<file path="src/rtl/minv_mdiv_host.sv">
// Host sequencer for the modular inverse/division core: loads p/a/b as 16-bit words,
// starts the core, waits for rdy and unloads the selected result register. Optional WAIT timeout: MINV_HOST_TIMEOUT_EN.
module minv_mdiv_host #(
    parameter int unsigned TIMEOUT = 65535
) (
    input  logic         clk,
    input  logic         rst,
    input  logic         cmd_valid,
    output logic         cmd_ready,
    input  logic         cmd_mdiv,
    input  logic         cmd_reload_p,
    input  logic [255:0] op_a,
    input  logic [255:0] op_b,
    input  logic [255:0] op_p,
    output logic [255:0] res,
    output logic         res_valid,
    output logic         res_err,
    output logic         busy,
    output logic [15:0]  datain,
    output logic         loada,
    output logic         loadb,
    output logic         loadp,
    output logic         outx1,
    output logic         outx2,
    output logic         minv_mdiv,
    output logic         minv_mdiv_en,
    input  logic         minv_mdiv_rdy,
    input  logic         minv_mdiv_flag,
    input  logic [15:0]  regx1out,
    input  logic [15:0]  regx2out
);

    typedef enum logic [2:0] {
        S_IDLE,
        S_LOADP,
        S_LOADA,
        S_LOADB,
        S_START,
        S_WAIT,
        S_UNLOAD,
        S_DONE
    } state_t;

    state_t        state_q, state_d;
    logic [3:0]    word_cnt_q;
    logic [7:0]    word_base;
    logic [255:0]  a_q, b_q, p_q, res_q;
    logic          mdiv_q, p_loaded_q, sel_q, wait_armed_q;
    logic          accept, last_word, core_done, timeout_hit;

    assign word_base = {word_cnt_q, 4'b0000};
    assign last_word = (word_cnt_q == 4'hF);
    assign accept    = cmd_valid & cmd_ready;
    // wait_armed_q is set only after one full WAIT cycle, masking rdy in the first one
    assign core_done = (state_q == S_WAIT) & wait_armed_q & minv_mdiv_rdy;
    assign res       = res_q;

`ifdef MINV_HOST_TIMEOUT_EN
    localparam logic [15:0] WAIT_LAST = 16'(TIMEOUT - 1);
    logic [15:0] wait_cnt_q;
    logic        res_err_q;

    assign timeout_hit = (state_q == S_WAIT) && !core_done && (wait_cnt_q == WAIT_LAST);
    assign res_err     = res_err_q;
`else
    assign timeout_hit = 1'b0;
    assign res_err     = 1'b0;
`endif

    always_ff @(posedge clk) begin
        if (!rst) begin
            state_q <= S_IDLE;
        end else begin
            state_q <= state_d;
        end
    end

    always_comb begin
        state_d      = state_q;
        cmd_ready    = 1'b0;
        datain       = '0;
        loada        = 1'b0;
        loadb        = 1'b0;
        loadp        = 1'b0;
        outx1        = 1'b0;
        outx2        = 1'b0;
        minv_mdiv_en = 1'b0;
        res_valid    = 1'b0;
        busy         = (state_q != S_IDLE);
        minv_mdiv    = (state_q != S_IDLE) & ~mdiv_q;
        case (state_q)
            S_IDLE: begin
                cmd_ready = rst;
                if (cmd_valid && rst) begin
                    state_d = (cmd_reload_p || !p_loaded_q) ? S_LOADP : S_LOADA;
                end
            end
            S_LOADP: begin
                loadp  = 1'b1;
                datain = p_q[word_base +: 16];
                if (last_word) state_d = S_LOADA;
            end
            S_LOADA: begin
                loada  = 1'b1;
                datain = a_q[word_base +: 16];
                if (last_word) state_d = mdiv_q ? S_LOADB : S_START;
            end
            S_LOADB: begin
                loadb  = 1'b1;
                datain = b_q[word_base +: 16];
                if (last_word) state_d = S_START;
            end
            S_START: begin
                minv_mdiv_en = 1'b1;
                state_d      = S_WAIT;
            end
            S_WAIT: begin
                if (core_done) begin
                    state_d = S_UNLOAD;
                end else if (timeout_hit) begin
                    state_d = S_DONE;
                end
            end
            S_UNLOAD: begin
                outx1 = ~sel_q;
                outx2 = sel_q;
                if (last_word) state_d = S_DONE;
            end
            S_DONE: begin
                res_valid = 1'b1;
                state_d   = S_IDLE;
            end
            default: state_d = S_IDLE;
        endcase
    end

    always_ff @(posedge clk) begin
        if (!rst) begin
            word_cnt_q   <= '0;
            a_q          <= '0;
            b_q          <= '0;
            p_q          <= '0;
            res_q        <= '0;
            mdiv_q       <= 1'b0;
            p_loaded_q   <= 1'b0;
            sel_q        <= 1'b0;
            wait_armed_q <= 1'b0;
`ifdef MINV_HOST_TIMEOUT_EN
            wait_cnt_q   <= '0;
            res_err_q    <= 1'b0;
`endif
        end else begin
            // 4-bit counter wraps to zero exactly as each 16-word phase ends
            if (state_q inside {S_LOADP, S_LOADA, S_LOADB, S_UNLOAD}) begin
                word_cnt_q <= word_cnt_q + 4'd1;
            end else begin
                word_cnt_q <= '0;
            end
            wait_armed_q <= (state_q == S_WAIT);
            if (accept) begin
                a_q    <= op_a;
                b_q    <= op_b;
                p_q    <= op_p;
                mdiv_q <= cmd_mdiv;
                res_q  <= '0;
            end
            if (state_q == S_LOADP && last_word) begin
                p_loaded_q <= 1'b1;
            end
            if (core_done) begin
                sel_q <= minv_mdiv_flag;
            end
            if (state_q == S_UNLOAD) begin
                res_q[word_base +: 16] <= sel_q ? regx2out : regx1out;
            end
`ifdef MINV_HOST_TIMEOUT_EN
            wait_cnt_q <= (state_q == S_WAIT) ? wait_cnt_q + 16'd1 : '0;
            if (accept) begin
                res_err_q <= 1'b0;
            end
            if (timeout_hit) begin
                res_err_q  <= 1'b1;
                res_q      <= '0;
                p_loaded_q <= 1'b0;
            end
`endif
        end
    end

endmodule

</file>
<file path="config.mk">
export PLATFORM = sky130hd
export DESIGN_NAME = minv_mdiv_host
export DESIGN_NICKNAME = d
export VERILOG_FILES = /design/src/rtl/minv_mdiv_host.sv
export SDC_FILE = /design/constraint.sdc
export NUM_CORES = 2
export LEC_CHECK = 0
export ABC_AREA = 0
export CORE_AREA = 2 2 423 425
export DETAILED_ROUTE_END_ITERATION = 7
export DIE_AREA = 0 0 425 427
export GPL_TIMING_DRIVEN = 0
export SETUP_SLACK_MARGIN = 0.4
export SLEW_MARGIN = 0
export SYNTH_ARGS = -nofsm -noshare
export SYNTH_HDL_FRONTEND = slang
export SYNTH_SLANG_ARGS = --single-unit
</file>
<file path="constraint.sdc">
create_clock -name clk -period 8.9 [get_ports clk]
set_input_delay 1.78 -clock clk [delete_from_list [all_inputs] [get_ports clk]]
set_output_delay 1.78 -clock clk [all_outputs]
set_load 0.005 [all_outputs]
</file>
Yosys cells after proc, flatten, opt, wreduce, memory -nomap -nowiden
Cells that the tools add are included.
{"block": "word_totals", "register_bits": 1035, "inputBits": 807, "out_inout_bits": 283, "wordCells": 69}
{"block": "op_classes", "add_sub_neg": 2, "n_eq_ne": 14, "shifts": 5, "muxes": 23, "bitwise": 6, "n_reduce_logical": 9}
{"cell": "256-bit 2-to-1 mux", "n": 3}
{"cell": "256-bit by 9-bit indexed part select with 16-bit output", "n": 3}
{"cell": "256-bit bitwise mux", "n": 1}
{"cell": "16-bit by 10-bit variable shift with 256-bit output (first input constant)", "n": 1}
{"cell": "16-bit by 10-bit indexed part select with 256-bit output", "n": 1}
{"cell": "16-bit one-hot mux with 3 select lines", "n": 1}
{"cell": "3-bit one-hot mux with 8 select lines", "n": 1}
{"cell": "3-bit 2-to-1 mux", "n": 7}
{"cell": "16-bit 2-to-1 mux", "n": 1}
{"cell": "3-bit == test (second input constant)", "n": 4}
{"cell": "2-bit inequality test (second input constant)", "n": 6}
{"cell": "8-bit negator with 10-bit output", "n": 1}
{"cell": "1-bit 2-to-1 mux", "n": 8}
{"cell": "3-bit by 2-bit == test with 1-bit output (second input constant)", "n": 2}
{"cell": "6-bit AND reduction", "n": 1}
{"cell": "4-bit by 1-bit adder with 4-bit output (second input constant)", "n": 1}
{"cell": "1-bit AND", "n": 4}
{"cell": "4-bit == test (second input constant)", "n": 1}
{"cell": "4-bit nonzero test", "n": 1}
{"cell": "3-bit by 1-bit == test with 1-bit output (second input constant)", "n": 1}
{"cell": "3-bit logical NOT", "n": 1}
{"cell": "3-bit nonzero test", "n": 1}
{"cell": "1-bit logical AND", "n": 2}
{"cell": "2-bit 2-to-1 mux", "n": 1}
{"cell": "other kinds (4)", "n": 5}

Longest topological paths before layout
{"block": "logic_depth", "word_depth": 7, "ltp_mapped": 14, "ltp_nobuf": 8}

Least setup slack after synthesis
No wires, ideal clock.
{"block": "synth_path", "kind": "in2out", "from": "input rst", "to": "output cmd_ready", "arrival_ns": 2.647, "required_ns": 7.120, "slack_ns": 4.473, "cell_stages": 4, "n_path_buf": 3, "cell_sequence": "clkbuf_1 clkbuf_1 clkbuf_1 and2_1"}
{"block": "synth_between", "elab_chain_cells": 1}
{"item": "from (decl)", "line": "7", "text": "input logic rst,"}
{"item": "1-bit 2-to-1 mux", "line": "91", "text": "case (state_q)"}
{"item": "to (decl)", "line": "9", "text": "output logic cmd_ready,"}
No other way between the ends.

Worst setup path in the final report
{"block": "layout_path", "from": "register state_q[1]", "to": "output datain[11]"}
{"block": "layout_between", "elab_chain_cells": 2, "elab_cells_between_ends": 4, "cone_classes": "3 x eq/ne; 1 x mux"}
{"item": "from (decl)", "line": "44", "text": "state_t state_q, state_d;"}
{"item": "from (signal assigned)", "line": "74", "text": "state_q <= state_d;"}
{"item": "3-bit by 2-bit == test with 1-bit output or 3-bit by 1-bit == test with 1-bit output (tied branches)", "line": "91"}
{"item": "16-bit one-hot mux with 3 select lines (*)", "line": "91"}
{"item": "to (decl)", "line": "19", "text": "output logic [15:0] datain,"}
Every way passes the cells marked *; elsewhere a longest branch is shown, timed or not.

==> flow_metrics.tcl <==
set metrics [dict create \
    status "finished with violations" \
    violations "capacitance limit, slew limit" \
    drt_iter0_drc 5932 \
    place_area_um2 58000 \
    p_per_area_nw_per_um2 252 \
    wl_per_cell_um 31.2 \
    worstPathRequired_ps 7120 \
    drv_cap 2 \
    period_share 0.892 \
    ys_ff_latch 1035 \
    syn-instance-count 5616 \
    skew_ps 35.5 \
    cts_setup_buffers 0 \
    drcViolationCount 0 \
    leakage_nw 25.1 \
    cts_resized 0 \
    clock.fmax_ghz 0.126 \
    ant_nets 0 \
    slew-limit-headroom -0.0471 \
    vias 49400 \
    cp-end-kind "output pin" \
    clockBufferDepth 3 \
    drive_above_1_share 0.0619 \
    grt_pass1_vias 46800 \
    core_area_um2 177000 \
    grt_overflow 0 \
    grt_max_degree 18 \
    die_h_um 427 \
    hold_buffers 0 \
    die_area_um2 181000 \
    setup_violations 0 \
    nNetsFinal 7635 \
    fin_crit_ps 7940 \
    async_flop_share 0 \
    drt_pass1_iterations 8 \
    hold_class "flip-flop to flip-flop" \
    hold_viol 0 \
    grt_use_total 0.305 \
    ys_types 65 \
    synth_area_per_cell_um2 7.86 \
    synthToLayoutAreaGrowth_pct 41.3 \
    synth_largest_area_cell "dfxtp_1" \
    synth_edf_count 0 \
    slowest_delay_ps 1180 \
    synth_flop_cell "dfxtp_1" \
    synth_nets 6428 \
    synth_top_area_frac 0.469 \
    critPathLaunchType "flip-flop" \
    io_buffers 1087 \
    row_count 155 \
    cts.sinks 1035 \
    viasPerCell 5.28 \
    timing.hold.ws_ps 451 \
    grt_pass1_wl_mm 382 \
    critPathSlowestCell "clkbuf_1" \
    ys_warn_count 0 \
    num_io_pins 1090 \
    start_util 0.249 \
    critPathMaxFanout 10 \
    yosysSeqAreaShare 0.469 \
    antenna_found_initial 125 \
    critical_path_arrival_ps 6160 \
    nFillCells 18900 \
    wirelength_mm 291 \
    die_x_um 425 \
    rsz0062_at_grt "no" \
    crit_top_cell "clkbuf_1" \
    synth.cell_area_um2 44200 \
    ir_worst_vdd_v 0.000185 \
    place_hpwl_mm 236 \
    gp_congestion 1.05 \
    drv_slew 22 \
    design_area_um2 62400 \
    cts_tree "built" \
    clk_latency_ps 780 \
    final_common_cell "nand2_1" \
    cp_cell_sequence "nor2b_1 -> clkbuf_1 -> clkbuf_1 -> buf_2 -> clkbuf_1 -> o221ai_1 -> a21oi_1 -> nand4_1 -> a22oi_1 -> clkdlybuf4s50_1" \
    final_cell_mix "nand2_1 (1679), clkdlybuf4s50_1 (1087), dfxtp_1 (1035)" \
    cts_buffers 115 \
    worst_pin_slew_ps 1570 \
    root_buffer "clkbuf_16" \
    htreeDepth 3 \
    cts.clk_slew.worst_paths_ps 60 \
    path_class "flip-flop to output pin" \
    netlist_top_cells_area "dfxtp_1 (47%), nand2_1 (14%), nand3_1 (12%)" \
    tns_ps 0 \
]
[flip-flops by register name, indices dropped and copies added, names as in the netlist]
name and flops:
p_q 256, p_loaded_q 1, state_q 3, sel_q 1, wait_armed_q 1, mdiv_q 1, res 256, a_q 256
word_cnt_q 4, b_q 256
[power by group]
group	leakage (nW)	switching [mW]	internal, mW	total (mW)
Clock	2.05	2.23	3.12	5.36
Combinational	14.6	3.23	1.38	4.61
Sequential	8.48	0.468	5.33	5.79
Total	25.1	5.93	9.83	15.8
[critical path: cells and delay by family, from the launching register on]
| kind | cells | cell delay, ps |
|---|---|---|
| compound gates | 3 | 1070 |
| buf+inv | 5 | 3430 |
| flops | 1 | 330 |
| simple gates | 2 | 520 |
[logic make-up after synthesis]
kind of cell             after synthesis  share of synthesized area
other                                  1                  0.0000849
AO/OA/AOI/OAI                        706                      0.103
adder cells (fa/ha/maj)                5                    0.00142
AND/OR/NAND/NOR                     3127                      0.315
flip-flops                          1035                      0.469
XOR/XNOR                               4                    0.00113
multiplexers                         216                     0.0598
buffers and inverters                522                     0.0505
[synthesized netlist by cell type (6+ instances only)]
| cell type | instances |
|---|---|
| buf_2 | 102 |
| a211oi_1 | 32 |
| mux4_2 | 34 |
| or3_1 | 21 |
| o311ai_0 | 6 |
| dfxtp_1 | 1035 |
| a221oi_1 | 66 |
| nor2b_1 | 34 |
| o211ai_1 | 46 |
| buf_1 | 77 |
| nand3b_1 | 8 |
| inv_1 | 21 |
| o221ai_1 | 19 |
| a31oi_1 | 27 |
| buf_4 | 27 |
| clkbuf_1 | 285 |
| nand4_1 | 10 |
| nand2_1 | 1679 |
| a221o_1 | 28 |
| or4_1 | 9 |
| and2_1 | 199 |
| mux2_2 | 42 |
| a22oi_1 | 10 |
| o22ai_1 | 36 |
| a21boi_0 | 43 |
| mux2i_1 | 140 |
| nand2b_1 | 24 |
| nand3_1 | 1022 |
| a21oi_1 | 78 |
| nor2_1 | 69 |
| o21ai_0 | 288 |
| nor3_1 | 32 |
[per-stage QoR]
step | power (mW) | std cells | worst slack (ps) | util
2_1_floorplan | 7.82 | 5616 | 4470 | -
3_3_place_gp | 10.3 | 9058 | 1890 | 0.327
3_5_place_dp | 10.3 | 9059 | 1830 | 0.327
4_1_cts | 15.6 | 9272 | 977 | 0.351
5_1_grt | 16.1 | 9324 | 896 | 0.352
6_report | 15.8 | 9342 | 961 | 0.352
[cell type report]
cell class	instances	area, µm²	area share
Clock buffer	163	3380	0.0541
Multi-Input combinational cell	4059	21200	0.340
Timing Repair Buffer	1090	10900	0.175
Tap cell	2355	2950	0.0472
Antenna cell	68	170	0.00273
Inverter	24	91.3	0.00146
Clock inverter	50	830	0.0133
Sequential cell	1035	20700	0.332
Buffer	498	2140	0.0343
[worst paths after layout]
| path | to | cells past startpoint | slack, ps | from |
|---|---|---|---|---|
| worst max register to register | res[24] | 14 | 3980 | word_cnt_q[0] |
| worst min-delay path | p_q[168] | 2 | 450 | p_q[168] |
| worst max-delay path | datain[11] | 10 | 960 | state_q[1] |
| worst min register to register | p_q[168] | 2 | 450 | p_q[168] |
[layer usage]
| metal | wire, µm | track usage |
|---|---|---|
| met3 | 27100 | 0.0717 |
| met1 | 102000 | 0.336 |
| met4 | 24100 | 0.234 |
| met5 | 229 | 0 |
| met2 | 138000 | 0.509 |
Power figures use the tool's default switching activity.
